[src/rtl/cube_pkg.sv]
// Shared types and helpers for the LED cube scan engine.
package cube_pkg;

  typedef enum logic [1:0] {
    ST_BLANK,
    ST_LOAD,
    ST_SHOW
  } scan_state_e;

  function automatic int unsigned frame_bits(input int unsigned n);
    return n * n * n;
  endfunction

  function automatic int unsigned scan_ticks(input int unsigned n, input int unsigned bw);
    return n * (1 + n + (1 << bw));
  endfunction

  // Flat frame bit for (layer, row, col); a row's columns are contiguous.
  function automatic int unsigned cube_idx(input int unsigned n, input int unsigned layer,
                                           input int unsigned row, input int unsigned col);
    return layer * n * n + row * n + col;
  endfunction

  localparam int unsigned CUBE_N_DEF   = 8;
  localparam int unsigned BRIGHT_W_DEF = 4;
  localparam int unsigned FRAME_BITS   = frame_bits(CUBE_N_DEF);
  localparam int unsigned SCAN_TICKS   = scan_ticks(CUBE_N_DEF, BRIGHT_W_DEF);

endpackage

[src/rtl/cube_scan_engine_if.sv]
// Frame-source side and cube-pin side of the scan engine in one bundle.
interface cube_scan_engine_if #(
  parameter int CUBE_N   = 8,
  parameter int BRIGHT_W = 4
);
  logic                     en;
  logic [CUBE_N**3-1:0]     frame_cube_flat;
  logic                     frame_valid;
  logic [BRIGHT_W-1:0]      brightness;
  logic [CUBE_N-1:0]        high_csn;
  logic [CUBE_N-1:0]        row;
  logic [CUBE_N-1:0]        row_cs;
  logic                     scan_done;
  logic [31:0]              frame_cnt;

  modport master (
    output en, frame_cube_flat, frame_valid, brightness,
    input  high_csn, row, row_cs, scan_done, frame_cnt
  );

  modport slave (
    input  en, frame_cube_flat, frame_valid, brightness,
    output high_csn, row, row_cs, scan_done, frame_cnt
  );
endinterface

[src/rtl/scan_tick_gen.sv]
// Scan tick strobe: one clk pulse every 2^DIV cycles (every cycle when DIV=0).
// Combinational tick from a registered counter; clr holds it silent and restarts the period.
module scan_tick_gen #(
  parameter int DIV = 14
) (
  input  logic clk,
  input  logic resetn,
  input  logic clr,
  output logic tick
);
  localparam int CW = (DIV > 0) ? DIV : 1;

  logic [CW-1:0] cnt_q, cnt_d;

  always_comb begin
    cnt_d = clr ? '0 : cnt_q + CW'(1);
  end

  always_ff @(posedge clk or negedge resetn) begin
    if (!resetn) cnt_q <= '0;
    else         cnt_q <= cnt_d;
  end

  assign tick = !clr && ((DIV == 0) || (&cnt_q));
endmodule

[src/rtl/cube_scan_engine.sv]
// Double-buffered BLANK/LOAD/SHOW layer scanner with PWM brightness; outputs registered, one clk after a tick.
// No backpressure: frame_valid always lands in the shadow (latest wins) and swaps only at scan end.
module cube_scan_engine
  import cube_pkg::*;
#(
  parameter int CUBE_N       = 8,
  parameter int SCAN_CLK_DIV = 14,
  parameter int BRIGHT_W     = 4
) (
  input logic                clk,
  input logic                resetn,
  cube_scan_engine_if.slave  bus
);
  localparam int FB = int'(frame_bits(CUBE_N));
  localparam int LW = $clog2(CUBE_N);
  localparam int IW = $clog2(FB);

  scan_state_e          state_q, state_d;
  logic [LW-1:0]        l_q, l_d, r_q, r_d;
  logic [BRIGHT_W-1:0]  k_q, k_d, b_q, b_d;
  logic [FB-1:0]        shadow_q, shadow_d, active_q, active_d;
  logic                 pending_q, pending_d;
  logic [31:0]          frame_cnt_q, frame_cnt_d;
  logic [CUBE_N-1:0]    high_csn_q, high_csn_d, row_q, row_d, row_cs_q, row_cs_d;
  logic                 scan_done_q, scan_done_d;
  logic                 tick, swap;
  logic [IW-1:0]        row_base;

  scan_tick_gen #(.DIV(SCAN_CLK_DIV)) u_tick (
    .clk    (clk),
    .resetn (resetn),
    .clr    (!bus.en),
    .tick   (tick)
  );

  always_comb begin
    state_d     = state_q;
    l_d         = l_q;
    r_d         = r_q;
    k_d         = k_q;
    b_d         = b_q;
    shadow_d    = shadow_q;
    active_d    = active_q;
    pending_d   = pending_q;
    frame_cnt_d = frame_cnt_q;
    scan_done_d = 1'b0;
    swap        = 1'b0;

    if (!bus.en) begin
      state_d = ST_BLANK;
      l_d     = '0;
      r_d     = '0;
      k_d     = '0;
    end else if (tick) begin
      case (state_q)
        ST_BLANK: begin
          state_d = ST_LOAD;
          r_d     = '0;
        end
        ST_LOAD: begin
          if (r_q == LW'(CUBE_N - 1)) begin
            state_d = ST_SHOW;
            k_d     = '0;
            b_d     = bus.brightness;
          end else begin
            r_d = r_q + LW'(1);
          end
        end
        ST_SHOW: begin
          if (&k_q) begin
            state_d = ST_BLANK;
            if (l_q == LW'(CUBE_N - 1)) begin
              l_d         = '0;
              scan_done_d = 1'b1;
              swap        = pending_q;
            end else begin
              l_d = l_q + LW'(1);
            end
          end else begin
            k_d = k_q + BRIGHT_W'(1);
          end
        end
        default: state_d = ST_BLANK;
      endcase
    end

    // Swap takes the old shadow; a coincident capture then refills it and re-arms pending.
    if (swap) begin
      active_d    = shadow_q;
      pending_d   = 1'b0;
      frame_cnt_d = frame_cnt_q + 32'd1;
    end
    if (bus.en && bus.frame_valid) begin
      shadow_d  = bus.frame_cube_flat;
      pending_d = 1'b1;
    end

    high_csn_d = '1;
    row_cs_d   = '0;
    row_d      = '0;
    row_base   = IW'(cube_idx(CUBE_N, 32'(l_d), 32'(r_d), 0));
    case (state_d)
      ST_LOAD: begin
        row_cs_d[r_d] = 1'b1;
        row_d         = active_q[row_base +: CUBE_N];
      end
      ST_SHOW: high_csn_d[l_d] = !(k_d < b_d);
      default: ;
    endcase
  end

  always_ff @(posedge clk or negedge resetn) begin
    if (!resetn) begin
      state_q     <= ST_BLANK;
      l_q         <= '0;
      r_q         <= '0;
      k_q         <= '0;
      b_q         <= '0;
      shadow_q    <= '0;
      active_q    <= '0;
      pending_q   <= 1'b0;
      frame_cnt_q <= '0;
      high_csn_q  <= '1;
      row_q       <= '0;
      row_cs_q    <= '0;
      scan_done_q <= 1'b0;
    end else begin
      state_q     <= state_d;
      l_q         <= l_d;
      r_q         <= r_d;
      k_q         <= k_d;
      b_q         <= b_d;
      shadow_q    <= shadow_d;
      active_q    <= active_d;
      pending_q   <= pending_d;
      frame_cnt_q <= frame_cnt_d;
      high_csn_q  <= high_csn_d;
      row_q       <= row_d;
      row_cs_q    <= row_cs_d;
      scan_done_q <= scan_done_d;
    end
  end

  assign bus.high_csn  = high_csn_q;
  assign bus.row       = row_q;
  assign bus.row_cs    = row_cs_q;
  assign bus.scan_done = scan_done_q;
  assign bus.frame_cnt = frame_cnt_q;
endmodule

[src/flat_wrapper.sv]
// flat-port wrapper written by rule: the top's interface ports become plain ports
module cube_scan_engine_flat import cube_pkg::*;
#(
  parameter int CUBE_N       = 8,
  parameter int SCAN_CLK_DIV = 14,
  parameter int BRIGHT_W     = 4
)
  (clk, resetn, bus_en, bus_frame_cube_flat, bus_frame_valid, bus_brightness, bus_high_csn, bus_row, bus_row_cs, bus_scan_done, bus_frame_cnt);
  cube_scan_engine_if #(.CUBE_N(CUBE_N), .BRIGHT_W(BRIGHT_W)) bus_i ();
  input logic clk;
  input logic resetn;
  input wire logic [$bits(bus_i.en)-1:0] bus_en;
  input wire logic [$bits(bus_i.frame_cube_flat)-1:0] bus_frame_cube_flat;
  input wire logic [$bits(bus_i.frame_valid)-1:0] bus_frame_valid;
  input wire logic [$bits(bus_i.brightness)-1:0] bus_brightness;
  output wire logic [$bits(bus_i.high_csn)-1:0] bus_high_csn;
  output wire logic [$bits(bus_i.row)-1:0] bus_row;
  output wire logic [$bits(bus_i.row_cs)-1:0] bus_row_cs;
  output wire logic [$bits(bus_i.scan_done)-1:0] bus_scan_done;
  output wire logic [$bits(bus_i.frame_cnt)-1:0] bus_frame_cnt;
  assign bus_i.en = bus_en;
  assign bus_i.frame_cube_flat = bus_frame_cube_flat;
  assign bus_i.frame_valid = bus_frame_valid;
  assign bus_i.brightness = bus_brightness;
  assign bus_high_csn = bus_i.high_csn;
  assign bus_row = bus_i.row;
  assign bus_row_cs = bus_i.row_cs;
  assign bus_scan_done = bus_i.scan_done;
  assign bus_frame_cnt = bus_i.frame_cnt;
  cube_scan_engine #(.CUBE_N(CUBE_N), .SCAN_CLK_DIV(SCAN_CLK_DIV), .BRIGHT_W(BRIGHT_W)) u_core (.clk(clk), .resetn(resetn), .bus(bus_i));
endmodule
[config.mk]
export PLATFORM = sky130hd
export DESIGN_NAME = cube_scan_engine_flat
export DESIGN_NICKNAME = d
export VERILOG_FILES = /design/src/rtl/cube_pkg.sv /design/src/rtl/cube_scan_engine_if.sv /design/src/rtl/scan_tick_gen.sv /design/src/rtl/cube_scan_engine.sv /design/src/flat_wrapper.sv
export SDC_FILE = /design/constraint.sdc
export NUM_CORES = 2
export LEC_CHECK = 0
export CAP_MARGIN = 20
export CORE_MARGIN = 3
export CORE_UTILIZATION = 25
export CTS_CLUSTER_SIZE = 28
export DETAILED_ROUTE_END_ITERATION = 10
export GPL_TIMING_DRIVEN = 0
export PLACE_DENSITY = 0.51
export SYNTH_ARGS = -nofsm -noshare
export SYNTH_HDL_FRONTEND = slang
export SYNTH_HIERARCHICAL = 1
export SYNTH_SLANG_ARGS = --single-unit
export TNS_END_PERCENT = 5
[constraint.sdc]
create_clock -name clk -period 5 [get_ports clk]
set_clock_uncertainty 0.15 [all_clocks]
set_input_delay 1 -clock clk [delete_from_list [all_inputs] [get_ports clk]]
set_output_delay 1 -clock clk [all_outputs]
set_load 0.05 [all_outputs]
==> key figures <==
Floorplanning
  – Starting Density: 25.2%
  – Core ar.: around 180000 µm²
  – Row cnt: between 150 and 200
  – Io pins: between 500 and 600
  – Die area: 188000 µm²
  – DIE HEIGHT: approximately 430 µm
  – Die width: 433 µm

Logic synthesis
  – Syn Std Cell Area: between 40000 and 50000 µm²
  – Seq/Total Area, Yosys: 60.9%
  – Main flop type after synthesis: dfrtp_1
  – Synthesized Nets: approximately 4800
  – Area leader, netlist: dfrtp_1
  – Area contributors post-synth: dfrtp_1, nand2_1, mux2_2, clkbuf_1, o22ai_1
  – Register bit count reported by yosys: 1112
  – Number of synthesized flops with an enable pin: 0
  – Synthesized area per cell: between 10 and 15 µm²
  – Count of cell types in the netlist: 85
  – Syn Inst Count: 4223
  – Synth async-reset ratio: 100%
  – Synth top area share: roughly three fifths
  – Synthesis warning total: 6

Drt
  – DR iter-0 viols: about 3200
  – DR vias/cell: 4.77
  – Final ANT Viol Nets: 0
  – Vias post-DR: 35700
  – Residual DRC: 0
  – DRT Pass-1 Iters: 6
  – Drt total wl: 203000 µm
  – Per-cell routed wire length: 27.2 µm

Placed design
  – Detail Placement HPWL: 155000 µm
  – Placer Congestion: 0.911
  – Port Buffer Count: 575
  – DP Area: around 55000 µm²
  – Dpl ws: -2880 ps

Power
  – Lkg Pwr: 27.8 nW
  – Reg power frac: 46.5%
  – Power Dens Cells: 358 nW/µm²
  – Gate power share: 6.9%
  – Switch share: between 20% and 30%
  – Worst IR Drop VDD: approximately 0.26 mV
  – Total power: 21.6 mW
  – Pint: 16.5 mW
  – Net switching power: roughly 5.1 mW
  – Clock power frac: 46.6%

Run
  – Max-cap check violation count: 0

Worst hold path
  – Min-Delay Path Class: register to register
  – Min-delay src: u_core/shadow_q[451]
  – Hold-critical path depth: 2

Worst setup path
  – CP startpoint: u_core/u_tick/cnt_q[0]
  – FF-to-FF Start: u_core/u_tick/cnt_q[0]
  – CP Class: register to register
  – Max FO, Critical Path: 10
  – Critical Path Start Type: register
  – CP peak stage delay: around 500 ps
  – Critical-path cell list: ha_2, nand4_4, or4_1, nor2_1, buf_4, a21o_1, o21a_2, a2111o_2, buf_6, clkbuf_2, buf_8, o2bb2ai_1, o21ai_0, nand4b_1, o211ai_1, and4bb_4
  – Req. time, crit path: 5550 ps
  – R2R depth: 16
  – Reg-to-reg slack, setup: around 10 ps
  – Slowest-stage cell, CP: or4_1
  – Crit path DAT: 5540 ps
  – CP Capture Type: register

Clocking
  – Clk buf depth: 3
  – Clk pin slew, worst setup/hold paths: around 60 ps
  – CTS Buf Count: 133
  – Skew-Pair Late Insertion Delay: 790 ps
  – Cell chosen for the clock root: clkbuf_16
  – CTS tree: done
  – CTS H-Tree Depth: 4
  – Clock sinks: 1112

Global routing
  – First-pass GRT wire length: 278000 µm
  – Antenna violations before repair: 28
  – Grt total ovfl: 0
  – Vias in the first global route: 36600
  – Largest net degree at the start of global routing: 170
  – Total track usage: 21.3%

STA
  – RSZ-0062 raised after global routing: false
  – Tmin final: 4990 ps
  – Hold Slack: 311 ps
  – Setup ws final: 10.4 ps
  – Final Slew Violations: 0
  – Final Cycle Share: 99.8%
  – Rel. slew slack: 25.1%
  – Worst-Margin Slew: 1120 ps
  – Max frequency: 200 MHz
  – Fin. Hold Viols: 0
  – Final setup fails: 0

Cells and area
  – Commonest cells after routing, fill and taps aside: nand2_1, dfrtp_1, clkdlybuf4s50_1, mux2_2, clkbuf_1
  – Fin area: roughly 60000 µm²
  – Most common cell after layout, fill and taps aside: nand2_1
  – Area Growth Syn to Fin: 32.3%
  – Share of cells above drive strength 1: 18.6%
  – Nets: about 5500

Outcome
  – Outcome: complete, no violations
cell usage after synthesis (all sizes together) (27+ instances only):
| library cell | n |
|---|---|
| buf | 49 |
| clkbuf | 193 |
| dfrtp | 1104 |
| mux2 | 540 |
| nand2 | 1644 |
| nand3 | 39 |
| nor2 | 89 |
| nor3 | 35 |
| o21ai | 32 |
| o221ai | 32 |
| o22ai | 94 |
| or4 | 27 |
what timing repair did:
item	CTS	global route
hold endpoints to repair	85	0
hold buffers	1	0
buffers inserted	9	4
endpoints found under the setup margin	24	371
pin swaps	11	10
gates resized for setup	142	31
power by group through the flow:
stage | Clock, mW | Combinational (mW) | Sequential [mW]
after floorplan | 0 | 0.684 | 9.98
after global placement | 0 | 1.48 | 10.2
after detailed placement | 0 | 1.52 | 10.2
after CTS | 10.3 | 1.53 | 10.0
after global routing | 10.7 | 1.62 | 10.1
final | 10.1 | 1.49 | 10.0
worst paths after layout:
kind | end
max | u_core/bus.row[2]
min | u_core/active_q[451]
max reg2reg | u_core/bus.row[2]
min reg2reg | u_core/active_q[451]
max in group asynchronous | u_core/shadow_q[259]
min in group asynchronous | u_core/shadow_q[7]
sequential cells by signal, indices dropped and copies added, names as in the netlist:
signal	cells
u_core/b_q	4
u_core/l_q	3
u_core/bus.high_csn	8
u_core/bus.frame_cnt	32
u_core/state_q	2
u_core/r_q	3
u_core/active_q	512
u_core/k_q	4
u_core/u_tick/cnt_q	14
u_core/shadow_q	512
u_core/bus.scan_done	1
u_core/bus.row	8
u_core/bus.row_cs	8
u_core/pending_q	1
layout make-up:
type | count | area (µm²)
plain buffers | 240 | 1270
clock inverters | 44 | 682
clock buffers | 199 | 3850
well taps | 2370 | 2970
flip-flops and latches | 1112 | 27800
fillers | 18400 | 121000
multi-input cells | 2842 | 17200
diodes | 13 | 32.5
repair buffers | 623 | 6490
inverters | 27 | 108
cell families (layout without fill, tap and decap cells):
logic type / count (synthesis) / count (layout) / synth area share [%]
mux: 565 / 565 / 13.9
compound gates: 305 / 305 / 4.80
flops: 1112 / 1112 / 60.9
buf+inv: 269 / 1133 / 2.45
simple gates: 1925 / 1925 / 16.9
xor+xnor: 34 / 34 / 0.652
fa+ha+maj: 13 / 13 / 0.356
other cells: 0 / 13 / 0
stage by stage:
step	util (%)	setup TNS [ps]	instances
2_1_floorplan	-	0	4223
3_3_place_gp	30.0	-	7168
3_5_place_dp	30.4	-343270	7201
4_1_cts	33.3	-14.5	7453
5_1_grt	33.3	0	7459
6_report	33.4	0	7470
layer usage:
layer | vias to the layer above | routed length [µm] | GRT usage, %
li1 | 15700 | - | -
met1 | 18100 | 78900 | 25.3
met2 | 1456 | 96000 | 34.8
met3 | 447 | 14400 | 5.23
met4 | 20 | 14000 | 12.7
met5 | - | 135 | 0
worst max-delay path: cells and delay by family (launching register included):
kind	cells	cell delay, ps
DFF	1	430
buffers and inverters	4	1020
AOI/OAI and AO/OA	6	1340
and+or+nand+nor	5	1660
adders and majority gates	1	260
No activity file was read; power rests on OpenSTA's default activity.
